--- config.mk ---
export PLATFORM = sky130hd
export DESIGN_NAME = cpu_mem_arbiter
export DESIGN_NICKNAME = d
export VERILOG_FILES = /design/src/rtl/cpu_arb_pkg.sv /design/src/rtl/arb_lat_counter.sv /design/src/rtl/cpu_mem_arbiter.sv
export SDC_FILE = /design/constraint.sdc
export NUM_CORES = 1
export LEC_CHECK = 0
export BUFFER_PORTS_ARGS = -buffer_cell sky130_fd_sc_hd__buf_2
export CAP_MARGIN = 0
export CORE_UTILIZATION = 42
export CTS_CLUSTER_SIZE = 24
export DETAILED_ROUTE_END_ITERATION = 7
export PLACE_DENSITY = 0.75
export REMOVE_ABC_BUFFERS = 1
export SYNTH_ARGS = -nofsm -noshare
export SYNTH_HDL_FRONTEND = slang
export SYNTH_HIERARCHICAL = 1
export SYNTH_SLANG_ARGS = --single-unit
--- constraint.sdc ---
create_clock -name clk -period 1.9 [get_ports clk]
set_input_delay 0.19 -clock clk [delete_from_list [all_inputs] [get_ports clk]]
set_output_delay 0.19 -clock clk [all_outputs]
set_load 0.01 [all_outputs]
--- src/rtl/cpu_arb_pkg.sv ---
// cpu_arb_pkg: shared state/grant encodings and default widths for the IF/M memory arbiter
package cpu_arb_pkg;
    localparam int DEF_ADDR_W = 16;
    localparam int DEF_DATA_W = 16;
    localparam int DEF_MEM_LAT = 2;
    localparam int DEF_STARVE_MAX = 4;
    localparam logic [1:0] ST_IDLE = 2'd0;
    localparam logic [1:0] ST_BUSY_IF = 2'd1;
    localparam logic [1:0] ST_BUSY_D = 2'd2;
    localparam logic GNT_IF = 1'b0;
    localparam logic GNT_D = 1'b1;
endpackage

--- src/rtl/arb_lat_counter.sv ---
// arb_lat_counter: load/decrement counter timing the fixed memory latency, done at zero
module arb_lat_counter #(
    parameter int W = 2
) (
    input  logic         clk,
    input  logic         reset_n,
    input  logic         load,
    input  logic [W-1:0] load_val,
    input  logic         dec,
    output logic         done
);
    logic [W-1:0] cnt;
    // load at issue, then count down toward zero while an access is in flight
    always_ff @(posedge clk or negedge reset_n)
        if (!reset_n) cnt <= '0;
        else if (load) cnt <= load_val;
        else if (dec && cnt != '0) cnt <= cnt - 1'b1;
    assign done = (cnt == '0);
endmodule

--- src/rtl/cpu_mem_arbiter.sv ---
// cpu_mem_arbiter: shares one single-ported memory between instruction fetch and data access
// Optional ARB_PERF_CNT_EN adds saturating stall/conflict performance counters.
module cpu_mem_arbiter
    import cpu_arb_pkg::*;
#(
    parameter int ADDR_W = DEF_ADDR_W,
    parameter int DATA_W = DEF_DATA_W,
    parameter int MEM_LAT = DEF_MEM_LAT,
    parameter int STARVE_MAX = DEF_STARVE_MAX
) (
    input  logic              clk,
    input  logic              reset_n,
    input  logic              if_req,
    input  logic [ADDR_W-1:0] if_addr,
    output logic [DATA_W-1:0] if_rdata,
    output logic              if_ack,
    input  logic              d_req,
    input  logic              d_we,
    input  logic [ADDR_W-1:0] d_addr,
    input  logic [DATA_W-1:0] d_wdata,
    output logic [DATA_W-1:0] d_rdata,
    output logic              d_ack,
    output logic              stall_if,
    output logic              stall_pipe,
    output logic              mem_en,
    output logic              mem_we,
    output logic [ADDR_W-1:0] mem_addr,
    output logic [DATA_W-1:0] mem_wdata,
    input  logic [DATA_W-1:0] mem_rdata
`ifdef ARB_PERF_CNT_EN
    ,
    output logic [15:0]       perf_if_stall,
    output logic [15:0]       perf_conflict
`endif
);
    localparam int LW = $clog2(MEM_LAT + 1);
    localparam int SW = $clog2(STARVE_MAX + 1);

    logic [1:0]    state, next_state;
    logic [SW-1:0] starve_cnt;
    logic elig_if, elig_d, starved, gnt_valid, gnt, cnt_done, lat_done, flush_r, if_fin, d_fin;

    assign elig_if = if_req & ~if_ack;
    assign elig_d = d_req & ~d_ack;
    assign starved = (starve_cnt == SW'(STARVE_MAX));
    assign gnt_valid = (state == ST_IDLE) & (elig_if | elig_d);
    assign gnt = (elig_if & (~elig_d | starved)) ? GNT_IF : GNT_D;
    assign lat_done = (state != ST_IDLE) & cnt_done;
    assign if_fin = lat_done & (state == ST_BUSY_IF) & ~flush_r & if_req;
    assign d_fin = lat_done & (state == ST_BUSY_D);

    arb_lat_counter #(.W(LW)) u_lat (
        .clk      (clk),
        .reset_n  (reset_n),
        .load     (gnt_valid),
        .load_val (LW'(MEM_LAT)),
        .dec      (state != ST_IDLE),
        .done     (cnt_done)
    );

    // state register
    always_ff @(posedge clk or negedge reset_n)
        if (!reset_n) state <= ST_IDLE;
        else state <= next_state;

    // grant moves IDLE to the winner's BUSY state; expiry of the latency returns to IDLE
    always_comb
        next_state = gnt_valid ? ((gnt == GNT_IF) ? ST_BUSY_IF : ST_BUSY_D)
                   : lat_done ? ST_IDLE : state;

    // pipeline freezes while its own request is outstanding
    always_comb begin
        stall_if = if_req & ~if_ack;
        stall_pipe = d_req & ~d_ack;
    end

    // issue: one-cycle strobe and latched address/data of the granted access
    always_ff @(posedge clk or negedge reset_n)
        if (!reset_n) begin
            mem_en <= 1'b0;
            mem_we <= 1'b0;
            mem_addr <= '0;
            mem_wdata <= '0;
        end else begin
            mem_en <= gnt_valid;
            if (gnt_valid) begin
                mem_we <= (gnt == GNT_D) & d_we;
                mem_addr <= (gnt == GNT_IF) ? if_addr : d_addr;
                if (gnt == GNT_D) mem_wdata <= d_wdata;
            end
        end

    // completion: capture read data and pulse the owner's ack; writes leave d_rdata alone
    always_ff @(posedge clk or negedge reset_n)
        if (!reset_n) begin
            if_ack <= 1'b0;
            d_ack <= 1'b0;
            if_rdata <= '0;
            d_rdata <= '0;
        end else begin
            if_ack <= if_fin;
            d_ack <= d_fin;
            if (if_fin) if_rdata <= mem_rdata;
            if (d_fin && !mem_we) d_rdata <= mem_rdata;
        end

    // a fetch dropped mid-access still completes in memory but is never acknowledged
    always_ff @(posedge clk or negedge reset_n)
        if (!reset_n) flush_r <= 1'b0;
        else flush_r <= gnt_valid ? 1'b0 : ((state == ST_BUSY_IF) & ~if_req) ? 1'b1 : flush_r;

    // count data grants taken while a fetch waits; any fetch grant clears it
    always_ff @(posedge clk or negedge reset_n)
        if (!reset_n) starve_cnt <= '0;
        else if (gnt_valid)
            starve_cnt <= (gnt == GNT_IF) ? '0 : (if_req & ~starved) ? starve_cnt + 1'b1 : starve_cnt;

`ifdef ARB_PERF_CNT_EN
    // saturating counters of fetch-stall cycles and idle-cycle request conflicts
    always_ff @(posedge clk or negedge reset_n)
        if (!reset_n) begin
            perf_if_stall <= '0;
            perf_conflict <= '0;
        end else begin
            if (stall_if && perf_if_stall != 16'hFFFF) perf_if_stall <= perf_if_stall + 1'b1;
            if ((state == ST_IDLE) && elig_if && elig_d && perf_conflict != 16'hFFFF)
                perf_conflict <= perf_conflict + 1'b1;
        end
`endif
endmodule

# Word level (Yosys, flattened, before mapping)
# Cells that the tools add are included.
[classes]
reduce_logical = 13
n_addsub = 2
mux = 11
n_bitwise = 21
eq_ne = 3
[op_table]
columns = ["cell", "count"]
rows = [
  ["2-to-1 mux 16 bit", 1],
  ["AND 1 bit", 12],
  ["nonzero test 2 bit", 6],
  ["2-to-1 mux 2 bit", 5],
  ["NOT 1 bit", 7],
  ["2-to-1 mux 3 bit", 2],
  ["logical NOT 2 bit", 2],
  ["AND reduction 2 bit", 2],
  ["adder 3 x 1 -> 3 bit, second input constant", 1],
  ["equality test 3 bit, second input constant", 1],
  ["2-to-1 mux 1 bit", 3],
  ["equality test 2 x 1 -> 1 bit, second input constant", 1],
  ["equality test 2 bit, second input constant", 1],
  ["logical AND 1 bit", 2],
  ["OR 1 bit", 2],
  ["subtractor 2 x 1 -> 2 bit, second input constant", 1],
  ["logical NOT 1 bit", 1],
]
[totals]
input_bits = 69
elab_cells = 62
out_inout_bits = 70
reg_bits = 76

# Longest topological paths before layout
[depth]
word_depth = 7
mapped_depth = 8
depth_no_buf = 6

# By module
# The synthesis kept the hierarchy.
[by_module_without_submodules]
columns = ["module", "seq_area_each_um2", "n_inst", "cells_per_inst", "area_each_um2"]
rows = [
  ["cpu_mem_arbiter", 1851.8, 1, 206, 2987.9],
  ["arb_lat_counter", 50.0, 1, 13, 132.6],
]

# Least setup slack after synthesis
# Ideal clock, no wire load.
[synth_timing]
path_kind = "flip-flop to flip-flop"
start = "reg d_ack"
end = "reg u_lat.cnt[1]"
path_stages_with_launch = 8
period_less_slack_ns = 2.047
t_required_ns = 1.784
path_slack_ns = -0.147
setup_time_ns = 0.116
t_arrival_ns = 1.931
n_path_buf = 1
path_cell_list = "dfrtp_1 nand2b_1 inv_1 o21ai_2 clkbuf_1 inv_1 or4b_1 o311ai_0"
[synth_via]
elab_chain_len = 5
elab_cells_between_ends = 6
classes_between = "1 x mux; 4 x bitwise; 1 x reduce/logical"
[synth_rtl]
columns = ["item", "line", "text"]
rows = [
  ["start: declaration", "cpu_mem_arbiter.sv:22", "output logic d_ack,"],
  ["start signal: assignment", "cpu_mem_arbiter.sv:102", "d_ack <= d_fin;"],
  ["NOT 1 bit (*)", "--", ""],
  ["AND 1 bit (*)", "--", ""],
  ["named net stall_pipe", "cpu_mem_arbiter.sv:24", "output logic stall_pipe,"],
  ["OR 1 bit (*)", "cpu_mem_arbiter.sv:46", "assign gnt_valid = (state == ST_IDLE) & (elig_if | elig_d);"],
  ["AND 1 bit (*)", "cpu_mem_arbiter.sv:46", ""],
  ["named net gnt_valid", "cpu_mem_arbiter.sv:41", "logic elig_if, elig_d, starved, gnt_valid, gnt, cnt_done, lat_done, flush_r, if_fin, d_fin;"],
  ["2-to-1 mux 2 bit / nonzero test 2 bit (equally long branches)", "--", ""],
  ["end signal: assignment", "arb_lat_counter.sv:16", "else if (load) cnt <= load_val;"],
  ["end signal: assignment", "arb_lat_counter.sv:17", "else if (dec && cnt != '0) cnt <= cnt - 1'b1;"],
  ["end: declaration", "arb_lat_counter.sv:12", "logic [W-1:0] cnt;"],
]
# Mark *: on every way through the listed nets, which the timed path passes. The rest lies on a longest branch.
# A chain may end at the register's enable or synchronous reset.

# Worst setup path in the final report
[layout_timing]
start = "reg starve_cnt[0]"
end = "reg mem_wdata[6]"
[layout_via]
elab_chain_len = 5
[layout_rtl]
columns = ["item", "line", "text"]
rows = [
  ["start: declaration", "cpu_mem_arbiter.sv:40", "logic [SW-1:0] starve_cnt;"],
  ["start signal: assignment", "cpu_mem_arbiter.sv:116", "starve_cnt <= (gnt == GNT_IF) ? '0 : (if_req & ~starved) ? starve_cnt + 1'b1 : starve_cnt;"],
  ["equality test 3 bit", "cpu_mem_arbiter.sv:45", "assign starved = (starve_cnt == SW'(STARVE_MAX));"],
  ["OR 1 bit", "cpu_mem_arbiter.sv:47", "assign gnt = (elig_if & (~elig_d | starved)) ? GNT_IF : GNT_D;"],
  ["AND 1 bit", "cpu_mem_arbiter.sv:47", ""],
  ["NOT 1 bit (no line)", "--", ""],
  ["AND reduction 2 bit (no line)", "--", ""],
  ["end signal: assignment", "cpu_mem_arbiter.sv:89", "if (gnt == GNT_D) mem_wdata <= d_wdata;"],
  ["end: declaration", "cpu_mem_arbiter.sv:28", "output logic [DATA_W-1:0] mem_wdata,"],
]
# Every way passes these cells.

==> reports/results.txt <==
status -> finished, final reports clean
Critical Path Max Stage Delay -> 0.40 ns
Area Growth Syn to Fin -> 37.1%
CP bufs+invs -> 2
Total Nets Final -> 442
cell family with most CP delay -> flip-flops
Setup crit start -> starve_cnt[0]$_DFFE_PN0P_
top cells by area, synth -> dfrtp_1, mux2_2, a222oi_1
H-tree depth -> 3
total number of vias -> 2351
Synth Flop Type -> dfrtp_1
DIE WIDTH -> 88.2 um
Yosys top cell area share -> 60.9%
final setup fails -> 0
Total GRT Usage -> 18.8%
power density over the cells -> 1730 mW/mm2
crit end category -> flip-flop
Top-Level Pins -> 139
Post-Syn Area -> 0.00312 mm2
worst reg2reg path startpoint -> starve_cnt[0]$_DFFE_PN0P_
Worst Setup EP -> mem_wdata[6]$_DFFE_PN0P_
CP Class -> flip-flop to flip-flop
post-DP HPWL -> 5190 um
startpoint types -> flip-flop
fin area -> 0.00428 mm2
TritonCTS Buffers -> 9
worst-skew pair later-pin latency -> 0.33 ns
clock-pin transition on the worst setup and hold timing paths -> 0.08 ns
number of global-route vias before repair -> 2446
first-pass GRT wire length -> 11100 um
Std-Cell Rows -> 31
CP max stage cell -> dfrtp_1
hold path startpoint -> d_wdata[5]
Final Wtd Congestion -> 0.724
pre-CTS setup slack -> -0.0191 ns
DRT iter0 DRCs -> 122
Final Cycle Share -> 95.4%
initial core utilization -> 43.3%
Max-slew headroom -> 66.0%
cell chain of the critical path -> inv_1 -> ha_1 -> and2_2 -> a21oi_4 -> buf_4 -> mux2_4
Post-route DRC -> 0
LEAKAGE -> 2.26 nW
Synth Area per Inst -> 14.2 um2
Synth warnings -> 6
Worst EP required -> 2.12 ns
EDFF count, synth -> 0
TritonRoute pass-1 iters -> 4
Yosys cell types -> 37
area post-placement -> 0.00398 mm2
die area -> 0.00778 mm2
GRT overflow -> 0
chip height -> 88.2 um
fmax -> 552 MHz
clk sinks -> 76
clk buf depth -> 2
flop-to-flop setup slack -> 0.09 ns
fillers -> 630
CP arrival -> 2.03 ns
Crit path depth -> 6
sequential area share after synthesis -> 60.9%
final hold viol count -> 0
Max Cap Viol -> 0
share of layout cells above drive strength 1 -> 58.4%
largest net degree at the start of global routing -> 48
CTS root buffer -> clkbuf_8
port bufs -> 138
ant diodes -> 0
DRT antenna net count -> 0
fraction of registers with async set/reset -> 100%
HP Class -> input pin to flip-flop
largest area contributor in the netlist -> dfrtp_1
setup ws final -> 0.0876 ns
maximum vdd drop -> 0.886 mV
core area -> 0.00721 mm2
FF+latch count, synth -> 76
Total Wirelength -> 7230 um
CP max FO -> 14
Mapped Cells -> 219
minimum clock period -> 1.81 ns
FF-to-FF End -> mem_wdata[6]$_DFFE_PN0P_
via density per instance -> 4.96
antenna violations before repair -> 0
max-slew violations -> 0
FF-to-FF path depth -> 6
Worst Skew -> 0.00888 ns
Worst Max-Slew Pin Slew -> 0.508 ns
CTS tree -> done
RSZ-0062 raised after global routing -> no
Avg WL per Cell -> 15.2 um
Yosys cell counts, types with 3 or more instances:
cell type,count
inv_1,26
dfrtp_1,76
a222oi_1,16
o21ai_0,3
buf_2,4
nand2_1,7
buf_4,3
mux2_4,10
mux2_2,36
ha_1,3
nor2b_1,3
area by class of cell:
class                           count  area (um2)  share of cell area, %
Timing Repair Buffer              149         816                   19.1
Sequential cell                    76        1900                   44.5
Multi-Input combinational cell    108        1090                   25.5
Tap cell                           99         124                   2.90
Clock inverter                      5         108                   2.52
Clock buffer                       11         141                   3.31
Inverter                           26        97.6                   2.28
placed cells by master (no fill, tap or decap), types with 3 or more instances in the layout:
master,n
mux2_2,36
o21ai_0,3
buf_2,137
nand2_1,7
a222oi_1,16
buf_12,3
mux2_4,10
buf_4,8
ha_1,3
inv_1,26
clkbuf_8,10
bufinv_16,3
dfrtp_1,76
through the flow:
stage	total power [mW]	setup TNS (ns)	hold slack [ns]	cells	utilization, %
5_1_grt	7.91	0	0.0540	474	59.3
2_1_floorplan	4.57	-7.81	-0.106	209	-
3_5_place_dp	5.91	-0.0191	0.141	456	55.1
4_1_cts	7.46	0	0.0623	473	58.8
3_3_place_gp	5.77	0	0.136	456	55.1
6_report	7.42	0	0.0800	474	59.3
worst min path at each step:
| stage | end | slack [ns] | cells past startpoint |
|---|---|---|---|
| final | mem_wdata[5]$_DFFE_PN0P_ | 0.08 | 2 |
| after global routing | mem_wdata[12]$_DFFE_PN0P_ | 0.05 | 2 |
| after CTS | mem_wdata[11]$_DFFE_PN0P_ | 0.06 | 2 |
| after detailed placement | if_rdata[8]$_DFFE_PN0P_ | 0.14 | 1 |
| after global placement | if_rdata[13]$_DFFE_PN0P_ | 0.14 | 1 |
| after floorplan | d_ack$_DFF_PN0_ | -0.11 | 0 |
where the power goes:
group          leakage, nW  internal (mW)  switching, mW  total, mW
Clock                0.124          0.916          0.578       1.49
Sequential           0.932           2.41          0.419       2.83
Combinational         1.21           1.60           1.49       3.09
cells by family (layout without fill, tap and decap cells):
group | count (synthesis) | in the layout | synth area share, %
AO/OA/AOI/OAI | 30 | 31 | 8.86
adder cells (fa/ha/maj) | 3 | 3 | 1.20
buffers and inverters | 36 | 191 | 5.45
flip-flops | 76 | 76 | 60.9
multiplexers | 49 | 49 | 18.8
other | 2 | 2 | 0.241
AND/OR/NAND/NOR | 23 | 23 | 4.45
registers in the layout, indices dropped and copies added (netlist names), 2 cells and up:
name,cells
d_rdata,16
if_rdata,16
mem_addr,16
mem_wdata,16
u_lat/cnt,2
starve_cnt,3
state,2
per-layer routing:
layer  share of wire (%)  vias to the layer above  GRT usage (%)
met3                 6.7                        8           7.35
li1                    -                     1086              -
met1                  41                     1163           21.8
met4                0.90                        0           6.01
met2                  51                       94           32.1
met5                   0                        -              0
timing repair:
item | 4_1_cts | 5_1_grt
setup buffers | 0 | 0
cloned | 0 | 1
endpoints found under the setup margin | 1 | 24
hold endpoints to repair | 29 | 0
hold buffers | 1 | 0
pin swaps | 0 | 2
gates resized for setup | 1 | 5
Note: power is estimated with default switching activity, not from simulation.
